[src/rtl/hl_rmii_pkg.sv]
// Shared types and constants for the RMII transmit serializer.
package hl_rmii_pkg;

    typedef enum logic [1:0] {
        IDLE = 2'd0,
        XMIT = 2'd1,
        IPG  = 2'd2
    } tx_state_t;

    localparam int DIV100              = 1;
    localparam int DIV10_DEFAULT       = 10;
    localparam int IPG_NIBBLES_DEFAULT = 24;
    localparam int STATS_W             = 16;

endpackage

[src/rtl/rmii_tx_timebase.sv]
// Dibit/nibble strobe generator for the 50 MHz RMII domain; speed is latched
// only at nibble boundaries so a nibble never changes rate halfway through.
module rmii_tx_timebase
    import hl_rmii_pkg::*;
#(
    parameter int DIV10 = DIV10_DEFAULT
) (
    input  logic clk,
    input  logic rst,
    input  logic speed_100,
    output logic dibit_stb,
    output logic nibble_stb,
    output logic speed_lat
);

    localparam int CW = (DIV10 > 2) ? $clog2(DIV10) : 1;

    logic [CW-1:0] div_cnt;
    logic [CW-1:0] reload;
    logic          phase;
    logic          use_fast;

    assign dibit_stb  = (div_cnt == '0);
    assign nibble_stb = dibit_stb & phase;

    // The dibit starting at a nibble boundary already runs at the newly sampled speed.
    // NOTE: every always_comb output gets a default/complete assignment so no latch is inferred.
    always_comb begin
        use_fast = nibble_stb ? speed_100 : speed_lat;
        reload   = use_fast ? CW'(DIV100 - 1) : CW'(DIV10 - 1);
    end

    // NOTE: sequential state uses non-blocking assignments so all registers update together.
    always_ff @(posedge clk or posedge rst) begin
        if (rst) begin
            div_cnt   <= '0;
            phase     <= 1'b0;
            speed_lat <= 1'b1;
        end else if (dibit_stb) begin
            div_cnt <= reload;
            phase   <= ~phase;
            if (nibble_stb) begin
                speed_lat <= speed_100;
            end
        end else begin
            div_cnt <= div_cnt - 1'b1;
        end
    end

endmodule

[src/rtl/rmii_tx_serializer.sv]
// MII-to-RMII transmit serializer with inter-packet-gap guard.
// Optional frame statistics are built only when RMII_TX_STATS_EN is defined.
module rmii_tx_serializer
    import hl_rmii_pkg::*;
#(
    parameter int IPG_NIBBLES = IPG_NIBBLES_DEFAULT,
    parameter int DIV10       = DIV10_DEFAULT
) (
    input  logic        clk,
    input  logic        rst,
    input  logic        speed_100,
    output logic        mac_tx_ce,
    input  logic [3:0]  mac_txd,
    input  logic        mac_tx_en,
    output logic [1:0]  rmii_tx,
    output logic        rmii_tx_en,
    output logic        ipg_hold,
    output logic [15:0] frame_count,
    output logic        odd_nibble_err
);

    localparam int IW = (IPG_NIBBLES > 2) ? $clog2(IPG_NIBBLES) : 1;

    logic          dibit_stb;
    logic          nibble_stb;
    logic          speed_lat;
    logic          capture;
    tx_state_t     state, state_nx;
    logic [IW-1:0] ipg_cnt, ipg_cnt_nx;
    logic [1:0]    hold_hi;

    rmii_tx_timebase #(.DIV10(DIV10)) u_timebase (
        .clk        (clk),
        .rst        (rst),
        .speed_100  (speed_100),
        .dibit_stb  (dibit_stb),
        .nibble_stb (nibble_stb),
        .speed_lat  (speed_lat)
    );

    assign capture   = nibble_stb && (state != IPG);
    assign mac_tx_ce = capture;
    assign ipg_hold  = (state == IPG);

    always_ff @(posedge clk or posedge rst) begin
        if (rst) begin
            state   <= IDLE;
            ipg_cnt <= '0;
        end else begin
            state   <= state_nx;
            ipg_cnt <= ipg_cnt_nx;
        end
    end

    always_comb begin
        state_nx   = state;
        ipg_cnt_nx = ipg_cnt;
        case (state)
            IDLE: begin
                if (capture && mac_tx_en) begin
                    state_nx = XMIT;
                end
            end
            XMIT: begin
                if (capture && !mac_tx_en) begin
                    state_nx   = IPG;
                    ipg_cnt_nx = IW'(IPG_NIBBLES - 1);
                end
            end
            IPG: begin
                if (nibble_stb) begin
                    if (ipg_cnt == '0) begin
                        state_nx = IDLE;
                    end else begin
                        ipg_cnt_nx = ipg_cnt - 1'b1;
                    end
                end
            end
            default: state_nx = IDLE;
        endcase
    end

    // The low dibit goes straight out on the capture edge; only the high dibit needs holding.
    always_ff @(posedge clk or posedge rst) begin
        if (rst) begin
            hold_hi    <= 2'b00;
            rmii_tx_en <= 1'b0;
            rmii_tx    <= 2'b00;
        end else if (capture) begin
            hold_hi    <= mac_txd[3:2];
            rmii_tx_en <= mac_tx_en;
            rmii_tx    <= mac_tx_en ? mac_txd[1:0] : 2'b00;
        end else if (dibit_stb) begin
            rmii_tx    <= rmii_tx_en ? hold_hi : 2'b00;
        end
    end

`ifdef RMII_TX_STATS_EN
    logic               frame_end;
    logic [STATS_W-1:0] frame_cnt_q;
    logic               parity_q;
    logic               odd_err_q;

    assign frame_end = (state == XMIT) && capture && !mac_tx_en;

    // parity_q is 1 while the current frame holds an odd number of nibbles.
    always_ff @(posedge clk or posedge rst) begin
        if (rst) begin
            frame_cnt_q <= '0;
            parity_q    <= 1'b0;
            odd_err_q   <= 1'b0;
        end else begin
            if (capture && mac_tx_en) begin
                parity_q <= (state == IDLE) ? 1'b1 : ~parity_q;
            end
            if (frame_end) begin
                frame_cnt_q <= frame_cnt_q + 1'b1;
                if (parity_q) begin
                    odd_err_q <= 1'b1;
                end
            end
        end
    end

    assign frame_count    = frame_cnt_q;
    assign odd_nibble_err = odd_err_q;
`else
    assign frame_count    = '0;
    assign odd_nibble_err = 1'b0;
`endif

endmodule
[config.mk]
export PLATFORM = sky130hd
export DESIGN_NAME = rmii_tx_serializer
export DESIGN_NICKNAME = d
export VERILOG_FILES = /design/src/rtl/hl_rmii_pkg.sv /design/src/rtl/rmii_tx_timebase.sv /design/src/rtl/rmii_tx_serializer.sv
export SDC_FILE = /design/constraint.sdc
export NUM_CORES = 1
export LEC_CHECK = 0
export ABC_CLOCK_PERIOD_IN_PS = 1750
export BUFFER_PORTS_ARGS = -buffer_cell sky130_fd_sc_hd__buf_2
export CAP_MARGIN = 20
export CORE_UTILIZATION = 45
export CTS_CLUSTER_SIZE = 8
export DETAILED_ROUTE_END_ITERATION = 12
export PLACE_DENSITY = 0.76
export RECOVER_POWER = 50
export SLEW_MARGIN = 20
export SYNTH_ARGS = -nofsm -noshare
export SYNTH_HDL_FRONTEND = slang
export SYNTH_HIERARCHICAL = 1
export SYNTH_SLANG_ARGS = --single-unit
[constraint.sdc]
create_clock -name clk -period 1.75 [get_ports clk]
set_input_delay 0.175 -clock clk [delete_from_list [all_inputs] [get_ports clk]]
set_output_delay 0.175 -clock clk [all_outputs]
set_load 0.05 [all_outputs]
==> impl_metrics.toml, run 1 <==
[floorplan]
dieHeight_microns = 49.8
start_util_pct = 49.9
die_width_microns = 49.8
core_area_sq_um = 2060
io_pins = 30
die_area_sq_um = 2480
rows = 16

[run_status]
status = "completed"

[final_layout]
final_cell_mix = "conb_1, dfrtp_1, buf_4"
n_antenna_cell = 0
seqCellArea_sq_um = 452
multi_input_area_sq_um = 510
synthToLayoutAreaGrowth_pct = 20.6
final_layout_size_suffix_gt1_share_pct = 38.4
filler_cell_count = 175
nets = 135
final_util_pct = 60.1

[power]
clock_power_share_pct = 12.1
p_sw_share_pct = 41.4
p_per_area_nw_per_um2 = 1640
p_leak_uw = 0.000625
p_int_uw = 1190
combinationalPowerShare_pct = 52.7
switching_power_uw = 839
ir_drop_mv = 0.888
seqPwrFrac_pct = 35.2

[global_route]
grt_max_degree = 13
busiest_layer = "met2"
grtUsageTotal_pct = 15.4
grt_pass1_wl_microns = 2820
grt_pass1_vias = 643
grt_antenna_before_repair = 0
grt_util_met2_pct = 26.1
gr-total-overflow = 0
grt.met3_usage_pct = 5.56
use_met1_pct = 18.0

[job]
drv_cap = 0

[placement]
gp_congestion = 0.863
dp_hpwl_microns = 1230
portBuffers = 12

[timing]
rsz0062_at_grt = "true"
setup_violations = 0
fmax_mhz = 576
finalMaxSlewViolations = 0
fin_crit_sh_pct = 99.1
hold_viol = 0
post-route-min-period_ps = 1730
setup_tns_ps = 0
fin_skew_ps = 3.40
whs_ps = 114

[critical_path]
cp_max_fo = 4
startpoint_type = "flip-flop"
cpPeakStageDelay_ps = 430
path_class = "reg -> out"
cp_slowest_cell = "dfrtp_1"
critPathRequiredTime_ps = 1570
cp.arrival_ps = 1560
setup.worst_path.end_class = "primary output"
path_cells = "nor4_4 > and2_4 > nand2_8 > clkinvlp_4 > buf_8"

[clocking]
cts_sinks = 18
htreeDepth = 1
cts_made_buffers = 3
root_buffer = "clkbuf_4"
clk_pin_slew_worst_paths_ps = 100
cts_tree = "yes"
clockBufferDepth = 2
insertion_delay_ps = 290

[routing]
first_iter_violations = 19
wl_per_cell_microns = 11.3
drc = 0
vias = 740
drtAntennaViolNets = 0
avgViaCountPerCell = 4.87
firstDrtPassIters = 4
wirelength_microns = 1730

[yosys]
yosysSeqAreaShare_pct = 43.9
syn_area_sq_um = 1030
ys_seq_elements = 18
postSynthCellCount = 97
ys.flop_type = "dfrtp_1"
synth_edf_count = 0
ys_types = 34
ys.warnings.count = 6
avgSynthCellArea_sq_um = 10.6
async_flop_share_pct = 100

[hold_path]
hp-class = "in -> reg"
-- layer usage --
layer,vias up,wire length (microns)
met5,-,0
met4,0,12
met3,2,76
met2,25,888
met1,355,746
li1,358,-
-- cell type report --
class                           instances  area share (%)
Timing Repair Buffer                   26            14.6
Sequential cell                        18            36.4
Tap cell                               27            2.72
Clock buffer                            4            2.93
Inverter                                6            2.12
Multi-Input combinational cell         71            41.2
-- cells in the mapped netlist, types with 2 or more instances --
| cell type | count | area [sq um] |
|---|---|---|
| buf_4 | 17 | 128 |
| dfrtp_1 | 17 | 425 |
| nand2_1 | 7 | 26.3 |
| mux2_2 | 6 | 67.6 |
| inv_1 | 5 | 18.8 |
| mux2i_1 | 4 | 40.0 |
| nor2_1 | 4 | 15.0 |
| nor2b_1 | 4 | 25.0 |
| a21oi_1 | 3 | 15.0 |
| a31oi_1 | 3 | 18.8 |
| nand2b_1 | 2 | 12.5 |
| nor3_1 | 2 | 10.0 |
| nor4_1 | 2 | 12.5 |
-- sequential cells by signal (all words and copies together) (netlist names), named ones only --
| name | flops |
|---|---|
| rmii_tx_en | 1 |
| u_timebase/phase | 1 |
| state | 2 |
| ipg_cnt | 5 |
| u_timebase/div_cnt | 4 |
| hold_hi | 2 |
| rmii_tx | 2 |
-- path summary, 6_finish.rpt --
check                                      start                    end  slack [ps]  cells after the start
max in group asynchronous                    rst             ipg_cnt[1]         990                      3
max reg2reg                u_timebase/div_cnt[1]             ipg_cnt[1]          30                      6
min reg2reg                             state[1]               state[0]         480                      1
min in group asynchronous                    rst  u_timebase/div_cnt[2]         340                      3
max                        u_timebase/div_cnt[1]              mac_tx_ce          20                      5
min                                   mac_txd[2]             hold_hi[0]         110                      2
-- critical path: cells and delay by family (launching register included) --
family	cells	cell delay, ps
simple gates	3	590
flops	1	430
buf+inv	2	230
-- through the flow --
| step | worst slack (ps) | instances | total power [uW] | cell area [sq um] |
|---|---|---|---|---|
| CTS | 10.5 | 146 | 1950 | 1180 |
| global route | -78.0 | 152 | 2180 | 1240 |
| detailed placement | 78.5 | 138 | 1630 | 1100 |
| global placement | 141 | 138 | 1610 | 1100 |
| finish | 15.0 | 152 | 2030 | 1240 |
| floorplan | 5.33 | 113 | 1480 | 1120 |
-- power groups by stage --
stage / logic [uW] / clock network, uW / registers, uW
floorplan: 669 / 0 / 809
global placement: 889 / 0 / 724
detailed placement: 902 / 0 / 733
CTS: 977 / 257 / 711
global route: 1170 / 277 / 735
finish: 1070 / 246 / 714
-- logic make-up after synthesis --
group	Yosys count	share of synthesized area [%]
AO/OA/AOI/OAI	13	8.64
XOR/XNOR	1	0.852
adder cells (fa/ha/maj)	1	1.22
buffers and inverters	24	15.0
flip-flops	18	43.9
multiplexers	11	11.9
other	1	0.365
AND/OR/NAND/NOR	28	18.1
-- timing repair --
item | CTS | global route
pin swaps | 1 | 2
hold buffers | 1 | 0
gates resized for setup | 3 | 3
setup buffers | 3 | 6
endpoints found under the setup margin | 1 | 4
hold endpoints to repair | 17 | 0
No activity file was read; power rests on OpenSTA's default activity.
==> run 2, diff against run 1 <==
--- a/config.mk
+++ b/config.mk
@@ -6,12 +6,12 @@
 export NUM_CORES = 1
 export LEC_CHECK = 0
 export ABC_CLOCK_PERIOD_IN_PS = 1750
-export BUFFER_PORTS_ARGS = -buffer_cell sky130_fd_sc_hd__buf_2
 export CAP_MARGIN = 20
-export CORE_UTILIZATION = 45
+export CORE_UTILIZATION = 54
 export CTS_CLUSTER_SIZE = 8
 export DETAILED_ROUTE_END_ITERATION = 12
-export PLACE_DENSITY = 0.76
+export DONT_BUFFER_PORTS = 1
+export PLACE_DENSITY = 0.74
 export RECOVER_POWER = 50
 export SLEW_MARGIN = 20
 export SYNTH_ARGS = -nofsm -noshare
==> run 2 against run 1 <==
  * Setup slack improved by 19 ps
  * Highest routed layer unchanged
  * Largest power group is now registers
  * Utilization increased by 1.9 points
  * Combinational power decreased by 25%
  * Largest cell class unchanged
==> impl_metrics.toml, run 2 (synthesized netlist as in run 1, its figures left out) <==
[floorplan]
start_util_pct = 58.3
core_area_sq_um = 1760
rows = 15
dieHeight_microns = 45.6
die_width_microns = 45.6
io_pins = 30
die_area_sq_um = 2080

[routing]
avgViaCountPerCell = 5.07
drc = 0
vias = 659
wl_per_cell_microns = 13.0
drtAntennaViolNets = 0
firstDrtPassIters = 4
first_iter_violations = 11
wirelength_microns = 1690

[placement]
pre_cts_slack_ps = 102
dpl.cell_count = 122
portBuffers = 0
gp_congestion = 0.726
dp_hpwl_microns = 1270

[global_route]
grtUsageTotal_pct = 18.4
grt_pass1_wl_microns = 2710
grt_max_degree = 13
grt_antenna_before_repair = 0
grt_pass1_vias = 649
gr-total-overflow = 0

[clocking]
clockBufferDepth = 2
clk_pin_slew_worst_paths_ps = 110
htreeDepth = 1
cts_sinks = 18
insertion_delay_ps = 290
root_buffer = "clkbuf_4"
cts_made_buffers = 3
cts_tree = "yes"

[final_layout]
synthToLayoutAreaGrowth_pct = 6.45
largestRegisters = "ipg_cnt x5, u_timebase/div_cnt x4"
regMostFlops = "ipg_cnt"
largest_reg_flops = 5
filler_cell_count = 168
final_cell_mix = "conb_1, dfrtp_1, nand2_1, mux2_2"
final_layout_size_suffix_gt1_share_pct = 25.7
nets = 115
fin_cells = 130
n_antenna_cell = 0

[timing]
hold_viol = 0
post-route-min-period_ps = 1720
setup_violations = 0
rsz0062_at_grt = "true"
setup_slack_ps = 34.2
fin_skew_ps = 2.85
fmax_mhz = 583
finalMaxSlewViolations = 0
fin_crit_sh_pct = 98.0
worst_slew_pin_slew_ps = 535
setup_tns_ps = 0
whs_ps = 8.24
slew_headroom_pct = 64.4

[hold_path]
hp-class = "in -> reg"
min-delay-start = "mac_tx_en"

[power]
combinationalPowerShare_pct = 42.4
clock_power_share_pct = 13.7
p_leak_uw = 0.000543
p_int_uw = 1070
p_sw_share_pct = 43.4
switching_power_uw = 817
seqPwrFrac_pct = 43.9
p_per_area_nw_per_um2 = 1720
ir_drop_mv = 0.834

[critical_path]
path_class = "reg -> reg"
critPathLaunch = "u_timebase/div_cnt[3]"
setup.worst_path.end_class = "flip-flop"
timing.rr.start = "u_timebase/div_cnt[3]"
r2r_setup_slack_ps = 30
critPathRequiredTime_ps = 1970
cp.arrival_ps = 1940
cp_max_fo = 7
startpoint_type = "flip-flop"

[job]
drv_cap = 0

[run_status]
status = "completed"
## run 2: changes by cell type in the layout (fill, tap and decap cells not counted), sizes merged
| cell | change |
|---|---|
| clkbuf | +1 |
| buf | -21 |
## run 2: power by group through the flow
stage               Clock (uW)  Sequential (uW)  Combinational [uW]
floorplan                    0              809                 669
global placement             0              838                 707
detailed placement           0              848                 739
CTS                        262              824                 813
global route               284              846                 862
finish                     257              827                 799
## run 2: stage by stage
step / cell area, sq um / total power, uW / util [%]
after floorplan: 1120 / 1480 / -
after global placement: 1020 / 1540 / 57.9
after detailed placement: 1020 / 1590 / 57.9
after CTS: 1090 / 1900 / 62.1
after global routing: 1090 / 1990 / 62.1
final: 1090 / 1880 / 62.1
## run 2: metal layers
metal / global-route usage (%) / wire length [microns] / vias up
met5: 0 / 0 / -
met4: 7.27 / 13 / 0
met3: 3.57 / 44 / 2
met2: 32.0 / 925 / 15
met1: 22.3 / 708 / 326
li1: - / - / 316
## run 2: final timing paths
path / depth (start not counted) / end
max in group asynchronous: 2 / ipg_cnt[3]
worst max register to register: 6 / ipg_cnt[1]
worst min-delay path: 2 / rmii_tx[0]
min in group asynchronous: 2 / u_timebase/phase
worst max-delay path: 6 / ipg_cnt[1]
worst min register to register: 1 / state[0]
## run 2: critical path, stage by stage (launching register included)
cell	delay [ps]
dfrtp_1	420
nor4_4	310
and2_4	210
buf_4	170
nand3b_1	170
nor2b_4	180
mux2i_1	190
## run 2: area by class of cell
class                   count  area (sq um)  area share (%)
flip-flops and latches     18           452            41.3
clock buffers               4          36.3            3.31
inverters                   6          26.3            2.40
multi-input cells          71           505            46.2
repair buffers              6          43.8            4.00
well taps                  25          31.3            2.86
## run 2: repair_timing
item	CTS	global route
endpoints found under the hold margin	18	0
pin swaps	1	0
resized for setup	1	1
setup endpoints to repair	1	3
gates cloned	0	0
setup buffers	3	0
hold buffers	1	0
